$ cat config.mk
export PLATFORM = sky130hd
export DESIGN_NAME = trng_serial_tx
export DESIGN_NICKNAME = d
export VERILOG_FILES = /design/src/rtl/trng_serial_tx.sv
export SDC_FILE = /design/constraint.sdc
export NUM_CORES = 1
export LEC_CHECK = 0
export BUFFER_PORTS_ARGS = -buffer_cell sky130_fd_sc_hd__buf_2
export CAP_MARGIN = 15
export CORE_MARGIN = 5
export CORE_UTILIZATION = 37
export DETAILED_ROUTE_END_ITERATION = 8
export PLACE_DENSITY = 0.53
export SYNTH_ARGS = -nofsm -noshare
export SYNTH_HDL_FRONTEND = slang
export SYNTH_SLANG_ARGS = --single-unit
$ cat constraint.sdc
create_clock -name i_clk -period 1.9 [get_ports i_clk]
set_input_delay 0.475 -clock i_clk [delete_from_list [all_inputs] [get_ports i_clk]]
set_output_delay 0.475 -clock i_clk [all_outputs]
set_load 0.03 [all_outputs]
$ cat src/rtl/trng_serial_tx.sv
// Byte-serial 8N1 transmitter for the TRNG dump path. It has a single-entry holding register and RTS flow control.
// It also emits a one-cycle pulse after every FRAME_BYTES bytes sent.
module trng_serial_tx #(
  parameter int CLK_DIV     = 4,
  parameter int STOP_BITS   = 1,
  parameter int FRAME_BYTES = 256
) (
  input  logic       i_clk,
  input  logic       i_reset_n,
  input  logic [7:0] i_dat,
  input  logic       i_write,
  input  logic       i_serial_rts_n,
  output logic       o_ready,
  output logic       o_serial_data,
  output logic       o_busy,
  output logic       o_new_frame
);

  localparam int BAUD_W = $clog2(CLK_DIV);
  localparam int BYTE_W = $clog2(FRAME_BYTES) + 1;
  localparam logic [BAUD_W-1:0] BAUD_LAST = BAUD_W'(CLK_DIV - 1);
  localparam logic [BYTE_W-1:0] BYTE_LAST = BYTE_W'(FRAME_BYTES - 1);
  localparam logic              STOP_LAST = 1'(STOP_BITS - 1);

  typedef enum logic [1:0] {S_IDLE, S_START, S_DATA, S_STOP} state_e;

  state_e              state_q, state_d;
  logic [BAUD_W-1:0]   baud_q, baud_d;
  logic [2:0]          bit_q, bit_d;
  logic                stop_q, stop_d;
  logic [7:0]          shift_q, shift_d;
  logic [7:0]          hold_q, hold_d;
  logic                hold_full_q, hold_full_d;
  logic                ready_q, ready_d;
  logic [BYTE_W-1:0]   byte_cnt_q, byte_cnt_d;
  logic                new_frame_q, new_frame_d;
  logic                txd_q, txd_d;
  logic                busy_q, busy_d;
  logic                rts_s1_q, rts_s2_q;

  logic rts_ok, accept, baud_end, load;

  always_comb begin
    state_d     = state_q;
    baud_d      = baud_q;
    bit_d       = bit_q;
    stop_d      = stop_q;
    shift_d     = shift_q;
    hold_d      = hold_q;
    hold_full_d = hold_full_q;
    byte_cnt_d  = byte_cnt_q;
    new_frame_d = 1'b0;
    load        = 1'b0;
    rts_ok      = ~rts_s2_q;
    accept      = i_write & ready_q;
    baud_end    = (baud_q == BAUD_LAST);

    case (state_q)
      S_IDLE: begin
        if (hold_full_q && rts_ok) load = 1'b1;
      end
      S_START: begin
        if (baud_end) begin
          baud_d  = '0;
          bit_d   = 3'd0;
          state_d = S_DATA;
        end else begin
          baud_d = baud_q + 1'b1;
        end
      end
      S_DATA: begin
        if (baud_end) begin
          baud_d  = '0;
          shift_d = {1'b0, shift_q[7:1]};
          if (bit_q == 3'd7) begin
            stop_d  = 1'b0;
            state_d = S_STOP;
          end else begin
            bit_d = bit_q + 3'd1;
          end
        end else begin
          baud_d = baud_q + 1'b1;
        end
      end
      S_STOP: begin
        if (baud_end) begin
          baud_d = '0;
          if (stop_q == STOP_LAST) begin
            if (byte_cnt_q == BYTE_LAST) begin
              byte_cnt_d  = '0;
              new_frame_d = 1'b1;
            end else begin
              byte_cnt_d = byte_cnt_q + 1'b1;
            end
            if (hold_full_q && rts_ok) load = 1'b1;
            else                       state_d = S_IDLE;
          end else begin
            stop_d = stop_q + 1'b1;
          end
        end else begin
          baud_d = baud_q + 1'b1;
        end
      end
      default: state_d = S_IDLE;
    endcase

    if (load) begin
      shift_d     = hold_q;
      hold_full_d = 1'b0;
      baud_d      = '0;
      state_d     = S_START;
    end

    // A write can only be accepted while the holding register is empty, so it never races a load.
    if (accept) begin
      hold_d      = i_dat;
      hold_full_d = 1'b1;
    end

    // o_ready lags hold_full by one edge except on the write edge, where it drops at once.
    ready_d = accept ? 1'b0 : ~hold_full_q;

    case (state_d)
      S_START: txd_d = 1'b0;
      S_DATA:  txd_d = shift_d[0];
      default: txd_d = 1'b1;
    endcase
    busy_d = (state_d != S_IDLE);
  end

  always_ff @(posedge i_clk or negedge i_reset_n) begin
    if (!i_reset_n) begin
      state_q     <= S_IDLE;
      baud_q      <= '0;
      bit_q       <= 3'd0;
      stop_q      <= 1'b0;
      hold_full_q <= 1'b0;
      ready_q     <= 1'b1;
      byte_cnt_q  <= '0;
      new_frame_q <= 1'b0;
      txd_q       <= 1'b1;
      busy_q      <= 1'b0;
      rts_s1_q    <= 1'b1;
      rts_s2_q    <= 1'b1;
    end else begin
      state_q     <= state_d;
      baud_q      <= baud_d;
      bit_q       <= bit_d;
      stop_q      <= stop_d;
      hold_full_q <= hold_full_d;
      ready_q     <= ready_d;
      byte_cnt_q  <= byte_cnt_d;
      new_frame_q <= new_frame_d;
      txd_q       <= txd_d;
      busy_q      <= busy_d;
      rts_s1_q    <= i_serial_rts_n;
      rts_s2_q    <= rts_s1_q;
    end
  end

  // Byte storage is qualified by hold_full/state, so it needs no reset.
  always_ff @(posedge i_clk) begin
    hold_q  <= hold_d;
    shift_q <= shift_d;
  end

  assign o_ready       = ready_q;
  assign o_serial_data = txd_q;
  assign o_busy        = busy_q;
  assign o_new_frame   = new_frame_q;

endmodule

==> impl_metrics.env <==
export IMPL_drive_above_1_share_pct=23.8
export IMPL_syn_inst=145
export IMPL_cts_made_buffers=5
export IMPL_worstSkewPairLatency_ns=0.28
export IMPL_overflow=0
export IMPL_vdd_drop_max_uv=497
export IMPL_numClockSinks=39
export IMPL_grt_pass1_vias=1095
export IMPL_port_buffers=15
export IMPL_timing_final_crit_period_ns=1.79
export IMPL_synth_nets=166
export IMPL_h_tree_depth=2
export IMPL_gp_congestion=0.809
export IMPL_power_switching_mw=0.840
export IMPL_multi_input_area_um2=642
export IMPL_yosysMostFrequentCell="dfrtp_1"
export IMPL_cts_tree="yes"
export IMPL_p_int_mw=1.63
export IMPL_max_slew_worst_pin_slew_ns=0.530
export IMPL_r2r_setup_slack_ns=0.11
export IMPL_synth_area_um2=1710
export IMPL_regArea_um2=1050
export IMPL_synth_area_top_cells="dfrtp_1, edfxtp_1, ha_1"
export IMPL_cts_hold_buf=0
export IMPL_power_frac_seq_pct=47.5
export IMPL_seq_area_frac_synth_pct=61.5
export IMPL_worstSetupStartpointType="flip-flop"
export IMPL_grt_start_max_net_pins=24
export IMPL_power_per_cell_area_nw_per_um2=1250
export IMPL_synth_edf_count=15
export IMPL_die_area_um2=6080
export IMPL_slew_violations=0
export IMPL_fin_nets=188
export IMPL_post_route_util_pct=44.6
export IMPL_cts_root_buffer_cell="clkbuf_8"
export IMPL_fin_setup_tns_ns=0
export IMPL_critical_path_endpoint_type="flip-flop"
export IMPL_yosys_top_cells_count="dfrtp_1, nand2_1, edfxtp_1, o21ai_0, nor2_1"
export IMPL_fin_crit_sh_pct=94.0
export IMPL_grt_pass1_wl_um=4950
export IMPL_fill_cells=417
export IMPL_crit_type="reg2reg"
export IMPL_hold_viol=0
export IMPL_vias=1067
export IMPL_rows=24
export IMPL_fin_cells=220
export IMPL_crit_arrival_ns=1.77
export IMPL_yosysTopAreaCellShare_pct=27.8
export IMPL_p_leak_nw=0.835
export IMPL_maxCapViolations=0
export IMPL_path_clk_slew_ns=0.08
export IMPL_hold_path_class="in2async"
export IMPL_status="finished, final reports clean"
export IMPL_area_growth_pct=15.1
export IMPL_ys_warn_count=0
export IMPL_clock_skew_ns=0.00182
export IMPL_start_util_pct=38.7
export IMPL_routedWlPerCell_um=12.7
export IMPL_io_pin_count=16
export IMPL_slew_headroom_pct=64.7
export IMPL_setup_viol=0
export IMPL_viasPerCell=4.85
export IMPL_die_w_um=78.0
export IMPL_drt_pass1_iter_count=4
export IMPL_p_clk_share_pct=22.2
export IMPL_wl_um=2800
export IMPL_antenna_found_initial=0
export IMPL_detail_route_antenna_nets=0
export IMPL_grt_usage_pct=10.1
export IMPL_power_frac_comb_pct=30.3
export IMPL_cp_required_ns=1.89
export IMPL_rsz0062_at_grt="no"
export IMPL_route_detailed_drc=0
export IMPL_hpwl_um=2050
export IMPL_place_inst=212
export IMPL_dr_first_iter_drc_count=56
export IMPL_swShare_pct=34.1
export IMPL_antennaDiodeCount=0
export IMPL_ys_ff_latch=39
export IMPL_clk_path_buf_depth=2
export IMPL_worstPathMaxFanout=7
export IMPL_synth_cell_types=34
export IMPL_synth_area_leader_cell="dfrtp_1"
export IMPL_yosys_most_used_dff="dfrtp_1"
export IMPL_max_freq_mhz=560
export IMPL_syn_area_per_cell_um2=11.8
export IMPL_core_area_um2=4410
export IMPL_die_h_um=78.0
export IMPL_synthArstFlopShare_pct=59.0
## timing repair
item | 4_1_cts | 5_1_grt
setup buffers | 0 | 0
gates resized for setup | 0 | 4
endpoints found under the setup margin | 0 | 8
## cell usage in the layout (no fill, tap or decap), types with 2 or more instances in the layout
cell type and count:
or3_1 2, xnor2_1 2, inv_1 4, nor2_1 11, a21oi_1 4, nand4_1 3
edfxtp_1 15, buf_4 4, dfstp_2 4, nand3_1 8, nand2_1 16, o21a_1 2
a22o_1 5, xor2_1 4, mux2i_1 2, dfrtp_1 19, nor3_2 2, clkinvlp_4 2
o21ai_0 12, nor3_1 2, ha_1 8, clkbuf_8 5, buf_2 15, and2_1 2
## layer usage
| layer | global-route usage [%] | wire length (um) | up-vias |
|---|---|---|---|
| li1 | - | - | 555 |
| met1 | 14.0 | 1450 | 486 |
| met2 | 14.5 | 1160 | 22 |
| met3 | 3.82 | 164 | 4 |
| met4 | 3.04 | 30 | 0 |
| met5 | 0 | 0 | - |
## logic make-up after synthesis
group | count (synthesis) | share of synthesized area [%]
buf+inv | 8 | 1.98
fa+ha+maj | 9 | 6.59
simple gates | 52 | 14.8
xor+xnor | 6 | 3.07
flops | 39 | 61.5
mux | 3 | 1.83
compound gates | 28 | 10.2
## worst max-delay path, stage by stage (launching register included)
cell     delay (ns)
dfrtp_1        0.42
inv_1          0.13
ha_1           0.28
nor2_1         0.10
or3_1          0.38
nand2_2        0.18
## final timing paths
path | depth (start not counted) | start | end
max | 5 | state_q[0] | shift_q[7]
min | 1 | i_reset_n | bit_q[1]
max reg2reg | 5 | state_q[0] | shift_q[7]
min reg2reg | 0 | rts_s1_q | rts_s2_q
max in group asynchronous | 1 | i_reset_n | rts_s1_q
min in group i_clk | 1 | i_serial_rts_n | rts_s1_q
## registers in the layout, summed over array words and instances (netlist names)
register / cells
o_new_frame: 1
rts_s1_q: 1
bit_q: 3
o_busy: 1
hold_full_q: 1
o_ready: 1
rts_s2_q: 1
state_q: 2
baud_q: 2
shift_q: 8
byte_cnt_q: 9
hold_q: 8
o_serial_data: 1
## power by group through the flow
| stage | Clock [mW] | Combinational [mW] | Sequential, mW |
|---|---|---|---|
| final | 0.548 | 0.748 | 1.17 |
| after global routing | 0.602 | 0.854 | 1.19 |
| after CTS | 0.571 | 0.731 | 1.17 |
| after detailed placement | 0 | 0.732 | 1.19 |
| after global placement | 0 | 0.714 | 1.18 |
| after floorplan | 0 | 0.478 | 1.24 |
## final cells by class
type,count,area share [%]
multi-input cells,98,32.6
clock buffers,5,3.50
well taps,52,3.31
inverters,4,0.763
clock inverters,3,1.02
repair buffers,19,5.34
flip-flops and latches,39,53.4
## per-stage QoR
step / worst slack (ns) / hold WS [ns] / total power, mW / cell area (um2)
2_1_floorplan: 0.129 / 0.179 / 1.72 / 1710
3_3_place_gp: 0.127 / 0.349 / 1.90 / 1860
3_5_place_dp: 0.0822 / 0.347 / 1.92 / 1860
4_1_cts: 0.0712 / 0.170 / 2.47 / 1950
5_1_grt: 0.0137 / 0.199 / 2.65 / 1970
6_report: 0.115 / 0.157 / 2.47 / 1970
Note: power is estimated with default switching activity, not from simulation.
